### config.mk
export PLATFORM = sky130hd
export DESIGN_NAME = jtkunio_colmix_flat
export DESIGN_NICKNAME = d
export VERILOG_FILES = /design/src/rtl/jtkunio_pkg.sv /design/src/rtl/jtkunio_colmix_if.sv /design/src/rtl/jtframe_dual_ram16.sv /design/src/rtl/jtkunio_colmix.sv /design/src/flat_wrapper.sv
export SDC_FILE = /design/constraint.sdc
export NUM_CORES = 2
export LEC_CHECK = 0
export CAP_MARGIN = 15
export CELL_PAD_IN_SITES_DETAIL_PLACEMENT = 0
export CELL_PAD_IN_SITES_GLOBAL_PLACEMENT = 2
export CORE_MARGIN = 2
export CORE_UTILIZATION = 30
export CTS_BUF_LIST = sky130_fd_sc_hd__clkbuf_8
export DETAILED_ROUTE_END_ITERATION = 8
export MAX_ROUTING_LAYER = met4
export PLACE_DENSITY = 0.56
export SETUP_SLACK_MARGIN = 0.3
export SLEW_MARGIN = 20
export SYNTH_ARGS = -nofsm -noshare
export SYNTH_HDL_FRONTEND = slang
export SYNTH_SLANG_ARGS = --single-unit
### constraint.sdc
create_clock -name clk -period 3.15 [get_ports clk]
set_input_delay 0.315 -clock clk [delete_from_list [all_inputs] [get_ports clk]]
set_output_delay 0.315 -clock clk [all_outputs]
set_load 0.05 [all_outputs]
### src/rtl/jtkunio_pkg.sv
// Constants and helpers shared by the colour mixer and its bench.
// The palette index map and the transparency test are defined here.
package jtkunio_pkg;

   localparam logic [7:0] OBJ_BASE = 8'h80;
   localparam logic [7:0] BACKDROP = 8'h00;
   localparam int         COL_W    = 3;
   localparam int         LANE_BIT = 8;

   typedef struct packed {
      logic [3:0] red;
      logic [3:0] green;
      logic [3:0] blue;
   } rgb_t;

   // A pixel shows only when its layer is enabled and its colour is non-zero.
   function automatic logic opaque(input logic [COL_W-1:0] col, input logic en);
      return en & (|col);
   endfunction

endpackage

### src/rtl/jtkunio_colmix_if.sv
// CPU-side palette bus of the colour mixer.
interface jtkunio_colmix_if;
   logic [8:0] cpu_addr;
   logic       pal_cs;
   logic       cpu_wrn;
   logic [7:0] cpu_dout;
   logic [7:0] cpu_din;

   modport master (output cpu_addr, pal_cs, cpu_wrn, cpu_dout, input cpu_din);
   modport slave  (input cpu_addr, pal_cs, cpu_wrn, cpu_dout, output cpu_din);
endinterface

### src/rtl/jtframe_dual_ram16.sv
// Two-lane dual-port RAM: port 0 read/write with per-lane write enables,
// port 1 read-only with clock enable. Reads are registered and read-first.
module jtframe_dual_ram16 #(
   parameter int aw = 8,
   parameter int hw = 8
) (
   input  logic           clk,
   input  logic [aw-1:0]  addr0,
   input  logic [7+hw:0]  data0,
   input  logic [1:0]     we0,
   output logic [7+hw:0]  q0,
   input  logic [aw-1:0]  addr1,
   input  logic           ce1,
   output logic [7+hw:0]  q1
);

   genvar gi;
   generate
      for (gi = 0; gi < 2; gi++) begin : g_lane
         localparam int LW  = (gi == 0) ? 8 : hw;
         localparam int LSB = gi * 8;

         logic [LW-1:0] mem [2**aw];
         logic [LW-1:0] q0_q;
         logic [LW-1:0] q1_q;

         always_ff @(posedge clk) begin
            if (we0[gi]) mem[addr0] <= data0[LSB +: LW];
            q0_q <= mem[addr0];
            if (ce1) q1_q <= mem[addr1];
         end

         assign q0[LSB +: LW] = q0_q;
         assign q1[LSB +: LW] = q1_q;
      end
   endgenerate

endmodule

### src/rtl/jtkunio_colmix.sv
// Final pixel stage: scroll/object priority, palette lookup and blank
// alignment, with a CPU port into the 256x12 palette.
module jtkunio_colmix
   import jtkunio_pkg::*;
#(
   parameter int BLANK_DLY = 2
) (
   input  logic                clk,
   input  logic                rst,
   input  logic                pxl_cen,
   input  logic                LHBL,
   input  logic                LVBL,
   input  logic [5:0]          scr_pxl,
   input  logic [6:0]          obj_pxl,
   jtkunio_colmix_if.slave     cpu,
   input  logic [1:0]          gfx_en,
   output logic [3:0]          red,
   output logic [3:0]          green,
   output logic [3:0]          blue,
   output logic                LHBL_dly,
   output logic                LVBL_dly
);

   // The palette read register supplies the last stage, so the index chain
   // is one stage shorter than the blank chain.
   localparam int IDX_STAGES = BLANK_DLY - 1;

   logic [7:0]           idx_q [IDX_STAGES];
   logic [7:0]           idx_d [IDX_STAGES];
   logic [BLANK_DLY-1:0] lhbl_q, lhbl_d;
   logic [BLANK_DLY-1:0] lvbl_q, lvbl_d;
   logic                 lane_q, lane_d;
   logic [7:0]           pix_idx;
   logic [1:0]           cpu_we;
   logic [11:0]          cpu_q;
   logic [11:0]          scan_q;
   rgb_t                 rgb;

   always_comb begin
      pix_idx = BACKDROP;
      if (opaque(obj_pxl[COL_W-1:0], gfx_en[1]))
         pix_idx = OBJ_BASE | {1'b0, obj_pxl};
      else if (opaque(scr_pxl[COL_W-1:0], gfx_en[0]))
         pix_idx = {2'b00, scr_pxl};
   end

   always_comb begin
      idx_d  = idx_q;
      lhbl_d = lhbl_q;
      lvbl_d = lvbl_q;
      lane_d = cpu.cpu_addr[LANE_BIT];
      if (pxl_cen) begin
         idx_d[0] = pix_idx;
         for (int i = 1; i < IDX_STAGES; i++) idx_d[i] = idx_q[i-1];
         lhbl_d = {lhbl_q[BLANK_DLY-2:0], LHBL};
         lvbl_d = {lvbl_q[BLANK_DLY-2:0], LVBL};
      end
   end

   always_ff @(posedge clk) begin
      if (rst) begin
         for (int i = 0; i < IDX_STAGES; i++) idx_q[i] <= '0;
         lhbl_q <= '0;
         lvbl_q <= '0;
         lane_q <= 1'b0;
      end else begin
         idx_q  <= idx_d;
         lhbl_q <= lhbl_d;
         lvbl_q <= lvbl_d;
         lane_q <= lane_d;
      end
   end

   assign cpu_we = {2{cpu.pal_cs & ~cpu.cpu_wrn}}
                 & {cpu.cpu_addr[LANE_BIT], ~cpu.cpu_addr[LANE_BIT]};

   // Hi lane keeps only the blue nibble; its upper nibble always reads 0.
   jtframe_dual_ram16 #(.aw(8), .hw(4)) u_pal (
      .clk   (clk),
      .addr0 (cpu.cpu_addr[7:0]),
      .data0 ({cpu.cpu_dout[3:0], cpu.cpu_dout}),
      .we0   (cpu_we),
      .q0    (cpu_q),
      .addr1 (idx_q[IDX_STAGES-1]),
      .ce1   (pxl_cen),
      .q1    (scan_q)
   );

   assign cpu.cpu_din = lane_q ? {4'h0, cpu_q[11:8]} : cpu_q[7:0];

   assign LHBL_dly = lhbl_q[BLANK_DLY-1];
   assign LVBL_dly = lvbl_q[BLANK_DLY-1];

   always_comb begin
      rgb = '0;
      if (LHBL_dly && LVBL_dly) begin
         rgb.red   = scan_q[3:0];
         rgb.green = scan_q[7:4];
         rgb.blue  = scan_q[11:8];
      end
   end

   assign red   = rgb.red;
   assign green = rgb.green;
   assign blue  = rgb.blue;

endmodule

### src/flat_wrapper.sv
// flat-port wrapper written by rule: the top's interface ports become plain ports
module jtkunio_colmix_flat import jtkunio_pkg::*;
#(
   parameter int BLANK_DLY = 2
)
  (clk, rst, pxl_cen, LHBL, LVBL, scr_pxl, obj_pxl, gfx_en, red, green, blue, LHBL_dly, LVBL_dly, cpu_cpu_addr, cpu_pal_cs, cpu_cpu_wrn, cpu_cpu_dout, cpu_cpu_din);
  jtkunio_colmix_if cpu_i ();
  input  logic clk;
  input  logic rst;
  input  logic pxl_cen;
  input  logic LHBL;
  input  logic LVBL;
  input  logic [5:0] scr_pxl;
  input  logic [6:0] obj_pxl;
  input  logic [1:0] gfx_en;
  output logic [3:0] red;
  output logic [3:0] green;
  output logic [3:0] blue;
  output logic LHBL_dly;
  output logic LVBL_dly;
  input wire logic [$bits(cpu_i.cpu_addr)-1:0] cpu_cpu_addr;
  input wire logic [$bits(cpu_i.pal_cs)-1:0] cpu_pal_cs;
  input wire logic [$bits(cpu_i.cpu_wrn)-1:0] cpu_cpu_wrn;
  input wire logic [$bits(cpu_i.cpu_dout)-1:0] cpu_cpu_dout;
  output wire logic [$bits(cpu_i.cpu_din)-1:0] cpu_cpu_din;
  assign cpu_i.cpu_addr = cpu_cpu_addr;
  assign cpu_i.pal_cs = cpu_pal_cs;
  assign cpu_i.cpu_wrn = cpu_cpu_wrn;
  assign cpu_i.cpu_dout = cpu_cpu_dout;
  assign cpu_cpu_din = cpu_i.cpu_din;
  jtkunio_colmix #(.BLANK_DLY(BLANK_DLY)) u_core (.clk(clk), .rst(rst), .pxl_cen(pxl_cen), .LHBL(LHBL), .LVBL(LVBL), .scr_pxl(scr_pxl), .obj_pxl(obj_pxl), .cpu(cpu_i), .gfx_en(gfx_en), .red(red), .green(green), .blue(blue), .LHBL_dly(LHBL_dly), .LVBL_dly(LVBL_dly));
endmodule
**Word-level counts from Yosys, hierarchy flattened**

Memories as Yosys holds them, arrays and structs flattened. A register that Yosys moved wholly into a read port is not among the register bits.
Index checks and enable logic that the tools add are counted.

- Muxes and demuxes: 8
- Bitwise operators: 6
- Reduce and logical (&&, ||, !) cells: 3

Operators with widths:

| operator | number |
|---|---|
| two-way mux 8 bit | 2 |
| two-way mux 12 bit | 1 |
| two-way mux 6 bit | 1 |
| OR reduction 3 bit | 2 |
| two-way mux 1 bit | 4 |
| AND 1 bit | 3 |
| AND 2 bit | 1 |
| inverter 1 bit | 2 |
| logical AND 1 bit | 1 |

- Register bits after elaboration: 13
- Memory bits (writable): 3072
- Output and inout port bits: 22
- Logic and storage cells: 23
- Memories kept: 2

Memory list:

| name | words | width | rd ports | clocked after memory_dff | wr ports | RTL line | source |
|---|---|---|---|---|---|---|---|
| u_core.u_pal.g_lane[0].mem | 256 | 8 | 2 | 2 | 1 | jtframe_dual_ram16.sv:23 | `logic [LW-1:0] mem [2**aw];` |
| u_core.u_pal.g_lane[1].mem | 256 | 4 | 2 | 2 | 1 | jtframe_dual_ram16.sv:23 |  |

**Logic depth before layout (Yosys ltp)**

- Word-level depth: 5
- Mapped depth: 13
- Mapped depth without buffers: 7

**By module**

A second synthesis with hierarchy kept.

- Cells, all modules: 7439
- Area, all modules: 145030.3 um2

By module, submodules not included:

| module | times used | cells an instance | area each (um2) |
|---|---|---|---|
| jtframe_dual_ram16 | 1 | 7354 | 144277.1 |
| jtkunio_colmix | 1 | 85 | 753.2 |

**Least setup slack after synthesis**

No wires, ideal clock.

- Path type: input to register
- From: input port cpu_cpu_addr[0]
- To: memory u_core.u_pal.g_lane[0].mem[19][0] (netlist name) (enable)
- Arrival time: 2.571 ns
- Path slack: 0.209 ns
- Stages on the path: 11
- Cell sequence: buf_6 > buf_8 > buf_6 > buf_4 > buf_4 > buf_4 > buf_2 > buf_4 > nand3_1 > clkbuf_1 > nor2_1

RTL lines:

| element | RTL line | source |
|---|---|---|
| start: declaration | flat_wrapper.sv:21 | `input wire logic [$bits(cpu_i.cpu_addr)-1:0] cpu_cpu_addr;` |
| end: declaration | jtframe_dual_ram16.sv:23 |  |

No word-level cell before the write port.

==> impl_metrics.env <==
export IMPL_cellPowerDensity_nw_per_um2=515
export IMPL_htreeDepth=6
export IMPL_vias=99700
export IMPL_status="finished, violations left"
export IMPL_p_leak_nw=61.2
export IMPL_path_max_fanout=7
export IMPL_fin_nets=10200
export IMPL_register_area_um2=93100
export IMPL_start_util_pct=30.1
export IMPL_p_int_mw=69.3
export IMPL_wl_per_cell_um=41.1
export IMPL_hold_viol_final=0
export IMPL_timing_final_ws_setup_ns=-0.226
export IMPL_cp_cell_sequence="buf_12, buf_16, buf_16, buf_6, buf_12, mux4_2, a221o_1, buf_6, a2111oi_4, nor4_4, buf_6"
export IMPL_synth_compound_area_share_pct=5.70
export IMPL_slew_violations=0
export IMPL_r2r_end="u_core.u_pal.g_lane[1].q1_q[3]"
export IMPL_r2r_cells=11
export IMPL_clk_transition_reported_paths_ns=0.06
export IMPL_antenna_found_initial=88
export IMPL_synth_area_um2=144000
export IMPL_min_delay_start="cpu_cpu_dout[2]"
export IMPL_critPathLaunchType="flop"
export IMPL_crit_start="u_core.idx_q[0]"
export IMPL_comb_power_share_pct=12.5
export IMPL_synth_flop_cell="edfxtp_1"
export IMPL_worst_slew_pin_slew_ns=1.24
export IMPL_fin_crit_sh_pct=107
export IMPL_setup_violations=12
export IMPL_switching_share_pct=27.2
export IMPL_rsz0062_at_grt="yes"
export IMPL_gp_congestion=0.992
export IMPL_fp_row_count=254
export IMPL_synth_warnings=0
export IMPL_cts_sinks=3109
export IMPL_n_fill_cell=44400
export IMPL_netlist_area_leader_share_pct=64.1
export IMPL_syn_inst=7903
export IMPL_synth_area_mux_share_pct=23.9
export IMPL_path_common_cell="buf_6"
export IMPL_synth_xor_area_share_pct=0
export IMPL_synthArstFlopShare_pct=0
export IMPL_synth_enable_flop_cells=3084
export IMPL_synth_top_family_by_area="multiplexers"
export IMPL_min_to="u_core.u_pal.g_lane[0].mem[56][2]"
export IMPL_slew_headroom_pct=17.6
export IMPL_floorplan_die_area_um2=487000
export IMPL_r2r_setup_slack_ns=-0.23
export IMPL_power_share_clock_pct=39.4
export IMPL_drtAntennaViolNets=0
export IMPL_coreArea_um2=479000
export IMPL_required_ns=4.18
export IMPL_clk_latency_ns=1.31
export IMPL_synthTopCellsByCount="edfxtp_1 (3,084), mux4_2 (1,342), nor2_1 (638)"
export IMPL_synthSimpleGateAreaFrac_pct=3.71
export IMPL_cap_violations=0
export IMPL_clk_path_buf_depth=4
export IMPL_max_freq_mhz=296
export IMPL_vias_per_cell=5.86
export IMPL_routed_wl_um=699000
export IMPL_ys_types=68
export IMPL_ir_worst_vdd_uv=377
export IMPL_crit_type="flop to flop"
export IMPL_yosysSeqAreaShare_pct=64.5
export IMPL_reg2reg_from="u_core.idx_q[0]"
export IMPL_synth_adder_area_share_pct=0
export IMPL_remaining_drc_errors=0
export IMPL_grt_max_degree=121
export IMPL_critical_path_arrival_ns=4.40
export IMPL_syn_nets=7942
export IMPL_drt_first_pass_iters=6
export IMPL_worst_clock_skew_ns=0.106
export IMPL_avgSynthCellArea_um2=18.3
export IMPL_end_kind="flop"
export IMPL_io_buffers=60
export IMPL_switching_power_mw=25.9
export IMPL_grt_ovfl_total=0
export IMPL_synth_largest_area_cell="edfxtp_1"
export IMPL_cts_buffers=575
export IMPL_synthToLayoutAreaGrowth_pct=28.1
export IMPL_fin_util_pct=38.6
export IMPL_drive_gt1_share_pct=44.0
export IMPL_layout_min_cycle_time_ns=3.38
export IMPL_die_y_um=698
export IMPL_drt_initial_drc_count=14400
export IMPL_multi_input_area_um2=50000
export IMPL_final_setup_tns_ns=-1.40
export IMPL_yosys_top_cells_area="edfxtp_1 (64%), mux4_2 (21%), mux2i_1 (2.7%)"
export IMPL_synth_seq_cells=3109
export IMPL_crit_slowest_cell="a2111oi_4"
export IMPL_violations="setup timing"
export IMPL_hold_ws_ns=0.0780
export IMPL_die_width_um=698
export IMPL_cts_tree="built"
export IMPL_power_frac_seq_pct=48.1
export IMPL_root_buffer="clkbuf_8"
export IMPL_io_pins=61
export IMPL_place_hpwl_um=507000
export IMPL_grt_pass1_vias=99200
export IMPL_hold_path_depth=2
export IMPL_grtUsageTotal_pct=28.7
export IMPL_synth_most_common_cell="edfxtp_1"
export IMPL_grt_pass1_wl_um=917000
export IMPL_cpPeakStageDelay_ns=0.53
export IMPL_min_path_type="input pin to flop"
[placed cells by master (no fill, tap or decap), types with 19 or more instances in the layout]
master / n
nor2_2: 53
a211oi_1: 38
o22ai_1: 60
mux2_2: 19
buf_12: 366
nand2_1: 160
and3_1: 35
clkinv_2: 79
clkbuf_8: 598
a21oi_2: 20
a221oi_1: 25
inv_1: 146
nor3_1: 29
buf_6: 48
mux4_2: 1342
a22oi_1: 380
a221o_1: 19
a21oi_1: 198
buf_8: 28
nand3_1: 113
clkdlybuf4s50_1: 21
a31oi_1: 31
clkinv_1: 136
dlygate4sd3_1: 47
o221ai_1: 47
o211ai_1: 20
buf_4: 1755
o21ai_0: 60
a22oi_2: 45
diode_2: 57
edfxtp_1: 3084
nand4_1: 40
mux2i_1: 396
buf_16: 24
a32oi_1: 29
nor2_1: 578
a22o_1: 48
[layer usage]
metal | GRT usage [%] | part of all wire [%]
met1 | 36.4 | 39
met2 | 44.2 | 46
met5 | - | 0
met3 | 4.95 | 8.4
met4 | 15.3 | 6.4
[power groups by stage]
stage	registers [mW]	clock network [mW]	logic (mW)
2_1_floorplan	46.5	0	4.47
3_3_place_gp	46.6	0	10.8
3_5_place_dp	46.6	0	10.9
4_1_cts	45.8	38.1	11.5
5_1_grt	45.7	39.8	12.0
6_report	45.8	37.5	11.9
[critical path: cells and delay by family (launching register included)]
family	cells	cell delay, ns
AOI/OAI and AO/OA	2	0.91
muxes	1	0.51
buffers and inverters	7	1.12
DFF	1	0.37
and+or+nand+nor	1	0.13
[metrics by stage]
| stage | setup WS [ns] | cell area, um2 | instances | power, mW |
|---|---|---|---|---|
| 6_report | -0.226 | 185000 | 17000 | 95.2 |
| 5_1_grt | -0.197 | 185000 | 17000 | 97.6 |
| 4_1_cts | -0.193 | 184000 | 16900 | 95.4 |
| 3_5_place_dp | -0.910 | 170000 | 15800 | 57.5 |
| 3_3_place_gp | -1.14 | 170000 | 15800 | 57.4 |
| 2_1_floorplan | 0.209 | 144000 | 7903 | 50.9 |
[area by class of cell]
| cell class | count | share of cell area [%] |
|---|---|---|
| Sequential cell | 3109 | 50.3 |
| Multi-Input combinational cell | 4108 | 27.0 |
| Timing Repair Buffer | 2313 | 12.5 |
| Clock buffer | 595 | 4.43 |
| Tap cell | 6400 | 4.33 |
| Clock inverter | 419 | 1.31 |
| Antenna cell | 57 | 0.0771 |
| Inverter | 7 | 0.0149 |
[flip-flops by register name, summed over array words and instances (netlist names)]
signal                    count
u_core.u_pal.g_lane.mem    3072
u_core.u_pal.g_lane.q0_q     12
u_core.lvbl_q                 2
u_core.lhbl_q                 2
u_core.idx_q                  8
u_core.u_pal.g_lane.q1_q     12
u_core.lane_q                 1
[kinds of logic after synthesis]
group                  after synthesis
muxes                             1762
buffers and inverters              686
and+or+nand+nor                   1193
DFF                               3109
AOI/OAI and AO/OA                 1153
[how the worst max path moves through the flow]
| stage | end |
|---|---|
| after floorplan | u_core.u_pal.g_lane[0].mem[19][0] |
| after global placement | u_core.u_pal.g_lane[1].q1_q[3] |
| after detailed placement | u_core.u_pal.g_lane[0].q0_q[7] |
| after CTS | u_core.u_pal.g_lane[1].q1_q[0] |
| after global routing | u_core.u_pal.g_lane[1].q1_q[3] |
| final | u_core.u_pal.g_lane[1].q1_q[3] |
[repair_timing]
item / CTS / global route
pin swaps: 53 / 58
hold endpoints to repair: 2689 / 0
setup endpoints to repair: 37 / 17
cloned: 12 / 3
hold buffers: 48 / 0
resized for setup: 344 / 133
setup buffers: 59 / 58
(Power assumes the default switching activity.)
